===== src/rtl/ahbl_pkg.sv =====
`default_nettype none
// ============================================================================
// Module  : ahbl_pkg
// Purpose : Shared AHB-lite encodings (HTRANS and HRESP values) used by the
//           AHB-lite interconnect blocks.
// Ports   : none (package)
// Revision: 1.0 - initial release
// ============================================================================
package ahbl_pkg;

  localparam logic [1:0] HTRANS_IDLE   = 2'b00;
  localparam logic [1:0] HTRANS_BUSY   = 2'b01;
  localparam logic [1:0] HTRANS_NONSEQ = 2'b10;
  localparam logic [1:0] HTRANS_SEQ    = 2'b11;

  localparam logic       HRESP_OKAY    = 1'b0;
  localparam logic       HRESP_ERROR   = 1'b1;

endpackage
`default_nettype wire


===== src/rtl/onehot_mux.sv =====
`default_nettype none
// ============================================================================
// Module  : onehot_mux
// Purpose : AND-OR multiplexer driven by a one-hot select. An all-zero select
//           yields an all-zero output.
// Ports   : sel     - one-hot select (N bits)
//           in_flat - N packed inputs of W bits, input k at [k*W +: W]
//           out     - selected input
// Revision: 1.0 - initial release
// ============================================================================
module onehot_mux #(
  parameter int W = 32,
  parameter int N = 2
) (
  input  logic [N-1:0]   sel,
  input  logic [N*W-1:0] in_flat,
  output logic [W-1:0]   out
);

  always_comb begin
    out = '0;
    for (int k = 0; k < N; k++) begin
      if (sel[k]) begin
        out = out | in_flat[k*W +: W];
      end
    end
  end

endmodule
`default_nettype wire


===== src/rtl/onehot_priority.sv =====
`default_nettype none
// ============================================================================
// Module  : onehot_priority
// Purpose : Fixed-priority one-hot selector; the lowest set bit of the input
//           wins.
// Ports   : in_vec     - request vector (W bits)
//           out_onehot - one-hot grant, zero when no request is set
// Revision: 1.0 - initial release
// ============================================================================
module onehot_priority #(
  parameter int W = 2
) (
  input  logic [W-1:0] in_vec,
  output logic [W-1:0] out_onehot
);

  // Two's-complement trick: x & -x isolates the lowest set bit.
  assign out_onehot = in_vec & (~in_vec + W'(1));

endmodule
`default_nettype wire


===== src/rtl/ahbl_arbiter.sv =====
`default_nettype none
// ============================================================================
// Module  : ahbl_arbiter
// Purpose : AHB-lite N:1 arbiter. Fixed priority (lowest index wins). A
//           losing master's address phase is held in a per-port buffer and
//           that master is stalled until the buffered transfer completes.
//           hmastlock keeps the grant with the locking master.
// Ports   : clk, rst_n                  - clock, async active-low reset
//           src_*  (N_PORTS, flattened)  - master-side AHB-lite ports
//           src_hready_resp / src_hresp  - per-master response
//           src_hrdata                   - slave read data, broadcast
//           dst_*                        - slave-side AHB-lite port
// Revision: 1.0 - initial release
// ============================================================================
module ahbl_arbiter
  import ahbl_pkg::*;
#(
  parameter int N_PORTS = 2,
  parameter int W_ADDR  = 32,
  parameter int W_DATA  = 32
) (
  input  logic                        clk,
  input  logic                        rst_n,

  input  logic [N_PORTS-1:0]          src_hready,
  output logic [N_PORTS-1:0]          src_hready_resp,
  output logic [N_PORTS-1:0]          src_hresp,
  input  logic [N_PORTS*W_ADDR-1:0]   src_haddr,
  input  logic [N_PORTS-1:0]          src_hwrite,
  input  logic [N_PORTS*2-1:0]        src_htrans,
  input  logic [N_PORTS*3-1:0]        src_hsize,
  input  logic [N_PORTS*3-1:0]        src_hburst,
  input  logic [N_PORTS*4-1:0]        src_hprot,
  input  logic [N_PORTS-1:0]          src_hmastlock,
  input  logic [N_PORTS*W_DATA-1:0]   src_hwdata,
  output logic [N_PORTS*W_DATA-1:0]   src_hrdata,

  output logic                        dst_hready,
  input  logic                        dst_hready_resp,
  input  logic                        dst_hresp,
  output logic [W_ADDR-1:0]           dst_haddr,
  output logic                        dst_hwrite,
  output logic [1:0]                  dst_htrans,
  output logic [2:0]                  dst_hsize,
  output logic [2:0]                  dst_hburst,
  output logic [3:0]                  dst_hprot,
  output logic                        dst_hmastlock,
  output logic [W_DATA-1:0]           dst_hwdata,
  input  logic [W_DATA-1:0]           dst_hrdata
);

  // Packed address phase: {haddr, hwrite, htrans, hsize, hburst, hprot, hmastlock}
  localparam int AP_W  = W_ADDR + 14;
  localparam int IDX_W = (N_PORTS > 1) ? $clog2(N_PORTS) : 1;

  logic [N_PORTS-1:0]      live_req;
  logic [N_PORTS-1:0]      req;
  logic [N_PORTS-1:0]      prio_gnt;
  logic [N_PORTS-1:0]      grant_a;
  logic [N_PORTS-1:0]      mux_sel;
  logic                    grant_any;
  logic [IDX_W-1:0]        grant_idx;
  logic [N_PORTS*AP_W-1:0] live_ap;
  logic [N_PORTS*AP_W-1:0] sel_ap;
  logic [N_PORTS-1:0]      ap_lock;
  logic [AP_W-1:0]         mux_ap;
  logic [1:0]              mux_htrans;

  logic [N_PORTS*AP_W-1:0] buf_q,              buf_d;
  logic [N_PORTS-1:0]      buf_valid_q,        buf_valid_d;
  logic [N_PORTS-1:0]      data_sel_q,         data_sel_d;
  logic [IDX_W-1:0]        lock_owner_q,       lock_owner_d;
  logic                    lock_owner_valid_q, lock_owner_valid_d;

  assign dst_hready = dst_hready_resp;

  // --------------------------------------------------------------------------
  // Per-port request and address-phase selection (buffer overrides live bus)
  // --------------------------------------------------------------------------
  generate
    for (genvar i = 0; i < N_PORTS; i++) begin : g_port
      assign live_ap[i*AP_W +: AP_W] = {src_haddr[i*W_ADDR +: W_ADDR],
                                        src_hwrite[i],
                                        src_htrans[i*2 +: 2],
                                        src_hsize[i*3 +: 3],
                                        src_hburst[i*3 +: 3],
                                        src_hprot[i*4 +: 4],
                                        src_hmastlock[i]};
      // A port with a buffered transfer is stalled, so its live bus is ignored.
      assign live_req[i] = src_htrans[i*2+1] & src_hready[i] & ~buf_valid_q[i];
      assign req[i]      = buf_valid_q[i] | live_req[i];
      assign sel_ap[i*AP_W +: AP_W] = buf_valid_q[i] ? buf_q[i*AP_W +: AP_W]
                                                     : live_ap[i*AP_W +: AP_W];
      assign ap_lock[i]  = sel_ap[i*AP_W];
    end
  endgenerate

  // --------------------------------------------------------------------------
  // Grant
  // --------------------------------------------------------------------------
  onehot_priority #(.W(N_PORTS)) u_prio (
    .in_vec     (req),
    .out_onehot (prio_gnt)
  );

  always_comb begin
    grant_a = prio_gnt;
    // While a lock is held only the owner may be granted, even when idle.
    if (lock_owner_valid_q) begin
      grant_a               = '0;
      grant_a[lock_owner_q] = req[lock_owner_q];
    end
  end

  assign grant_any = |grant_a;

  always_comb begin
    grant_idx = '0;
    for (int k = 0; k < N_PORTS; k++) begin
      if (grant_a[k]) begin
        grant_idx = IDX_W'(k);
      end
    end
  end

  // --------------------------------------------------------------------------
  // Address phase to slave; with no grant, fields follow port 0 and htrans is
  // forced IDLE.
  // --------------------------------------------------------------------------
  assign mux_sel = grant_any ? grant_a : N_PORTS'(1);

  onehot_mux #(.W(AP_W), .N(N_PORTS)) u_addr_mux (
    .sel     (mux_sel),
    .in_flat (sel_ap),
    .out     (mux_ap)
  );

  assign {dst_haddr, dst_hwrite, mux_htrans, dst_hsize,
          dst_hburst, dst_hprot, dst_hmastlock} = mux_ap;
  assign dst_htrans = grant_any ? mux_htrans : HTRANS_IDLE;

  // --------------------------------------------------------------------------
  // Buffer capture / issue, data-phase owner and lock tracking
  // --------------------------------------------------------------------------
  always_comb begin
    buf_d       = buf_q;
    buf_valid_d = buf_valid_q;
    for (int k = 0; k < N_PORTS; k++) begin
      if (live_req[k] && (!grant_a[k] || !dst_hready_resp)) begin
        buf_valid_d[k]          = 1'b1;
        buf_d[k*AP_W +: AP_W]   = live_ap[k*AP_W +: AP_W];
      end else if (dst_hready_resp && grant_a[k]) begin
        buf_valid_d[k]          = 1'b0;
      end
    end
  end

  assign data_sel_d = dst_hready_resp ? grant_a : data_sel_q;

  always_comb begin
    lock_owner_d       = lock_owner_q;
    lock_owner_valid_d = lock_owner_valid_q;
    if (dst_hready_resp) begin
      if (grant_any && dst_hmastlock) begin
        lock_owner_d       = grant_idx;
        lock_owner_valid_d = 1'b1;
      end else if (lock_owner_valid_q &&
                   (buf_valid_q[lock_owner_q] || src_hready[lock_owner_q]) &&
                   !ap_lock[lock_owner_q]) begin
        // Owner is presenting an unlocked beat (or IDLE): release.
        lock_owner_valid_d = 1'b0;
      end
    end
  end

  always_ff @(posedge clk or negedge rst_n) begin
    if (!rst_n) begin
      buf_q              <= '0;
      buf_valid_q        <= '0;
      data_sel_q         <= '0;
      lock_owner_q       <= '0;
      lock_owner_valid_q <= 1'b0;
    end else begin
      buf_q              <= buf_d;
      buf_valid_q        <= buf_valid_d;
      data_sel_q         <= data_sel_d;
      lock_owner_q       <= lock_owner_d;
      lock_owner_valid_q <= lock_owner_valid_d;
    end
  end

  // --------------------------------------------------------------------------
  // Responses and data: registered state plus slave inputs only
  // --------------------------------------------------------------------------
  assign src_hready_resp = (data_sel_q & {N_PORTS{dst_hready_resp}}) |
                           (~data_sel_q & ~buf_valid_q);
  assign src_hresp       = data_sel_q & {N_PORTS{dst_hresp}};
  assign src_hrdata      = {N_PORTS{dst_hrdata}};

  onehot_mux #(.W(W_DATA), .N(N_PORTS)) u_wdata_mux (
    .sel     (data_sel_q),
    .in_flat (src_hwdata),
    .out     (dst_hwdata)
  );

endmodule
`default_nettype wire

===== config.mk =====
export PLATFORM = sky130hd
export DESIGN_NAME = ahbl_arbiter
export DESIGN_NICKNAME = d
export VERILOG_FILES = /design/src/rtl/ahbl_pkg.sv /design/src/rtl/onehot_mux.sv /design/src/rtl/onehot_priority.sv /design/src/rtl/ahbl_arbiter.sv
export SDC_FILE = /design/constraint.sdc
export NUM_CORES = 1
export LEC_CHECK = 0
export CAP_MARGIN = 25
export CORE_MARGIN = 4
export CORE_UTILIZATION = 40
export CTS_BUF_LIST = sky130_fd_sc_hd__clkbuf_16
export DETAILED_ROUTE_END_ITERATION = 8
export GPL_TIMING_DRIVEN = 0
export PLACE_DENSITY = 0.81
export REMOVE_ABC_BUFFERS = 1
export SLEW_MARGIN = 20
export SYNTH_ARGS = -nofsm -noshare
export SYNTH_HDL_FRONTEND = slang
export SYNTH_SLANG_ARGS = --single-unit

===== constraint.sdc =====
create_clock -name clk -period 1.9 [get_ports clk]
set_input_delay 0.38 -clock clk [delete_from_list [all_inputs] [get_ports clk]]
set_output_delay 0.38 -clock clk [all_outputs]
set_load 0.01 [all_outputs]

==> results.cfg <==
[timing]
fin_crit_ps = 2600
clock.fmax_mhz = 385
hold_violations = 0
fin_setup_tns_ps = -31030
setup_viol = 131
finalCritPeriodShare_pct = 137
rsz0062_at_grt = yes
fin_skew_ps = 6.83
worst_pin_slew_ps = 471
holdWs_ps = 485
finalMaxSlewViolations = 0
max-slew-margin-rel_pct = 68.6
setup_slack_ps = -697

[die]
pin_count = 341
die_area_sq_um = 17700
start_util_pct = 40.9
die_w_um = 133
die_y_um = 133
core_sq_um = 15300
num_rows = 45

[yosys]
syn_area_sq_um = 6250
synth-edff-count = 0
synth_cell_type_count = 32
synth_top_area_share_pct = 39.3
synth.avg_cell_area_sq_um = 11.3
synth_seq_cells = 98
yosys_warnings = 0
async_flop_share_pct = 100
synth.area.top_cells = dfrtp_1, mux2_4, mux2_2
yosys_most_used_dff = dfrtp_1
yosysSeqAreaShare_pct = 39.3
yosysTopAreaCell = dfrtp_1
syn_inst = 551

[grt]
grt_pass1_wl_mm = 36.0
gr-usage-all-layers_pct = 26.5
gr-total-overflow = 0
antenna_found_initial = 0
grt_max_degree = 62
first_global_vias = 6013

[final_layout]
antennaDiodeCount = 0
area_growth_pct = 53.6
drive_above_1_share_pct = 41.0
final_common_cell = clkdlybuf4s50_1
mostFrequentLayoutCells = clkdlybuf4s50_1, dfrtp_1, buf_2
nets = 965

[run]
max_cap_viol_count = 0

[run_status]
violations = negative setup slack
status = finished, violations left

[pwr]
switchingPower_uw = 6270
p_comb_share_pct = 65.4
peakVddDrop_v = 0.000931
p_int_uw = 9610
p_leak_uw = 0.00426
powerDensity_nw_per_um2 = 1650
p_seq_share_pct = 24.5
clkPwrFrac_pct = 10.2
switching_share_pct = 39.5
power_uw = 15900

[worst_setup_path]
required_ps = 1520
path_max_fanout = 8
cp_data_arrival_time_ps = 2220
crit_start = buf_valid_q[0]$_DFFE_PN0P_
worstSetupStartpointType = flop
rr_startpoint = buf_valid_q[1]$_DFFE_PN0P_
criticalPathCategory = flop to output pin
crit_path_end_kind = output pin

[placement]
hpwl_mm = 14.7
io_buffers = 244
place.gp.congestion = 0.907

[clock_network]
cts.clk_slew.worst_paths_ps = 60
clk_path_buf_depth = 2
numCtsBuffers = 9
cts_root_buf = clkbuf_16
cts_tree = built
clock_latency_ps = 340
clock-sinks = 98
cts_max_level = 3

[detailed_routing]
wl_per_cell_um = 25.1
vias = 5438
viasPerCell = 5.52
ant_nets = 0
drtPass1Iterations = 4
drtIter0Drc = 252
drc = 0
routed_wl_mm = 24.8

[min_path]
min_from = buf_q[12]$_DFFE_PN0P_
hold_path_class = flop to flop
[synthesized netlist by cell type (2+ instances only)]
| library cell | count |
|---|---|
| inv_1 | 5 |
| buf_4 | 66 |
| mux2i_1 | 45 |
| nor2b_1 | 45 |
| nand3_1 | 3 |
| dfrtp_1 | 98 |
| a21oi_1 | 46 |
| nand2b_1 | 2 |
| mux2_4 | 39 |
| clkbuf_1 | 22 |
| mux2_1 | 3 |
| nand2_1 | 7 |
| buf_6 | 5 |
| a211oi_1 | 43 |
| mux2_2 | 51 |
| a22o_1 | 34 |
| and2_1 | 3 |
| buf_2 | 11 |
| buf_12 | 4 |
| o21ai_0 | 7 |
[path summary, 6_finish.rpt]
| path | to | slack (ps) | cells past startpoint |
|---|---|---|---|
| worst max-delay path | dst_haddr[16] | -700 | 8 |
| worst min-delay path | buf_q[12]$_DFFE_PN0P_ | 490 | 1 |
| worst max register to register | buf_q[67]$_DFFE_PN0P_ | -60 | 7 |
| worst min register to register | buf_q[12]$_DFFE_PN0P_ | 490 | 1 |
| max in group asynchronous | buf_valid_q[0]$_DFFE_PN0P_ | 710 | 3 |
| min in group asynchronous | buf_q[24]$_DFFE_PN0P_ | 540 | 2 |
[per-stage QoR]
stage / cell area, sq um / std cells / util [%] / setup WS, ps
final: 9590 / 985 / 62.9 / -697
after global routing: 9590 / 985 / 62.9 / -762
after CTS: 9550 / 984 / 62.6 / -619
after detailed placement: 8400 / 907 / 55.1 / -1290
after global placement: 8180 / 897 / 53.6 / -3850
after floorplan: 5470 / 442 / - / -1990
[worst max-delay path, cell delays in order (launching register included)]
cell and delay [ps]:
dfrtp_4 480, a211o_4 330, a21oi_4 250, buf_12 150
buf_16 140, buf_16 150, a211oi_2 50, a21oi_1 160
buf_2 160
[state kept, by name (all words and copies together) (netlist names)]
signal	flops
buf_q	92
buf_valid_q	2
data_sel_q	2
lock_owner_q	1
lock_owner_valid_q	1
[power by group through the flow]
stage	Clock, uW	Sequential [uW]	Combinational (uW)
after floorplan	0	4020	4170
after global placement	0	4250	7050
after detailed placement	0	4120	8000
after CTS	1650	3780	9910
after global routing	1730	3990	11000
final	1610	3890	10400
[kinds of logic (layout without fill, tap and decap cells)]
logic type             after synthesis  count (layout)  synth area share [%]
muxes                              138             138                  26.3
AOI/OAI and AO/OA                  137             137                  15.6
buffers and inverters              114             337                  12.7
DFF                                 98              98                  39.3
and+or+nand+nor                     64              64                  6.17
[layer usage]
metal	global-route usage (%)	wire length [um]	vias to the layer above
li1	-	-	2374
met1	31.9	9830	2702
met2	40.7	11400	322
met3	13.9	2920	40
met4	8.08	568	0
met5	3.61	0	-
[what timing repair did]
item / in CTS / in global routing
endpoints found under the setup margin: 176 / 162
endpoints found under the hold margin: 46 / 0
hold buffers: 1 / 0
pin swaps: 14 / 24
gates resized for setup: 342 / 93
buffers inserted: 47 / 7
cloned: 15 / 3
[layout make-up]
type / count / area, sq um
sequential: 98 / 2470
timing repair buffer: 318 / 3270
tap: 211 / 264
fill: 1137 / 5670
inverter: 5 / 18.8
clock inverter: 5 / 20.0
clock buffer: 9 / 225
multi-input combinational: 339 / 3330
No activity file was read; power rests on OpenSTA's default activity.
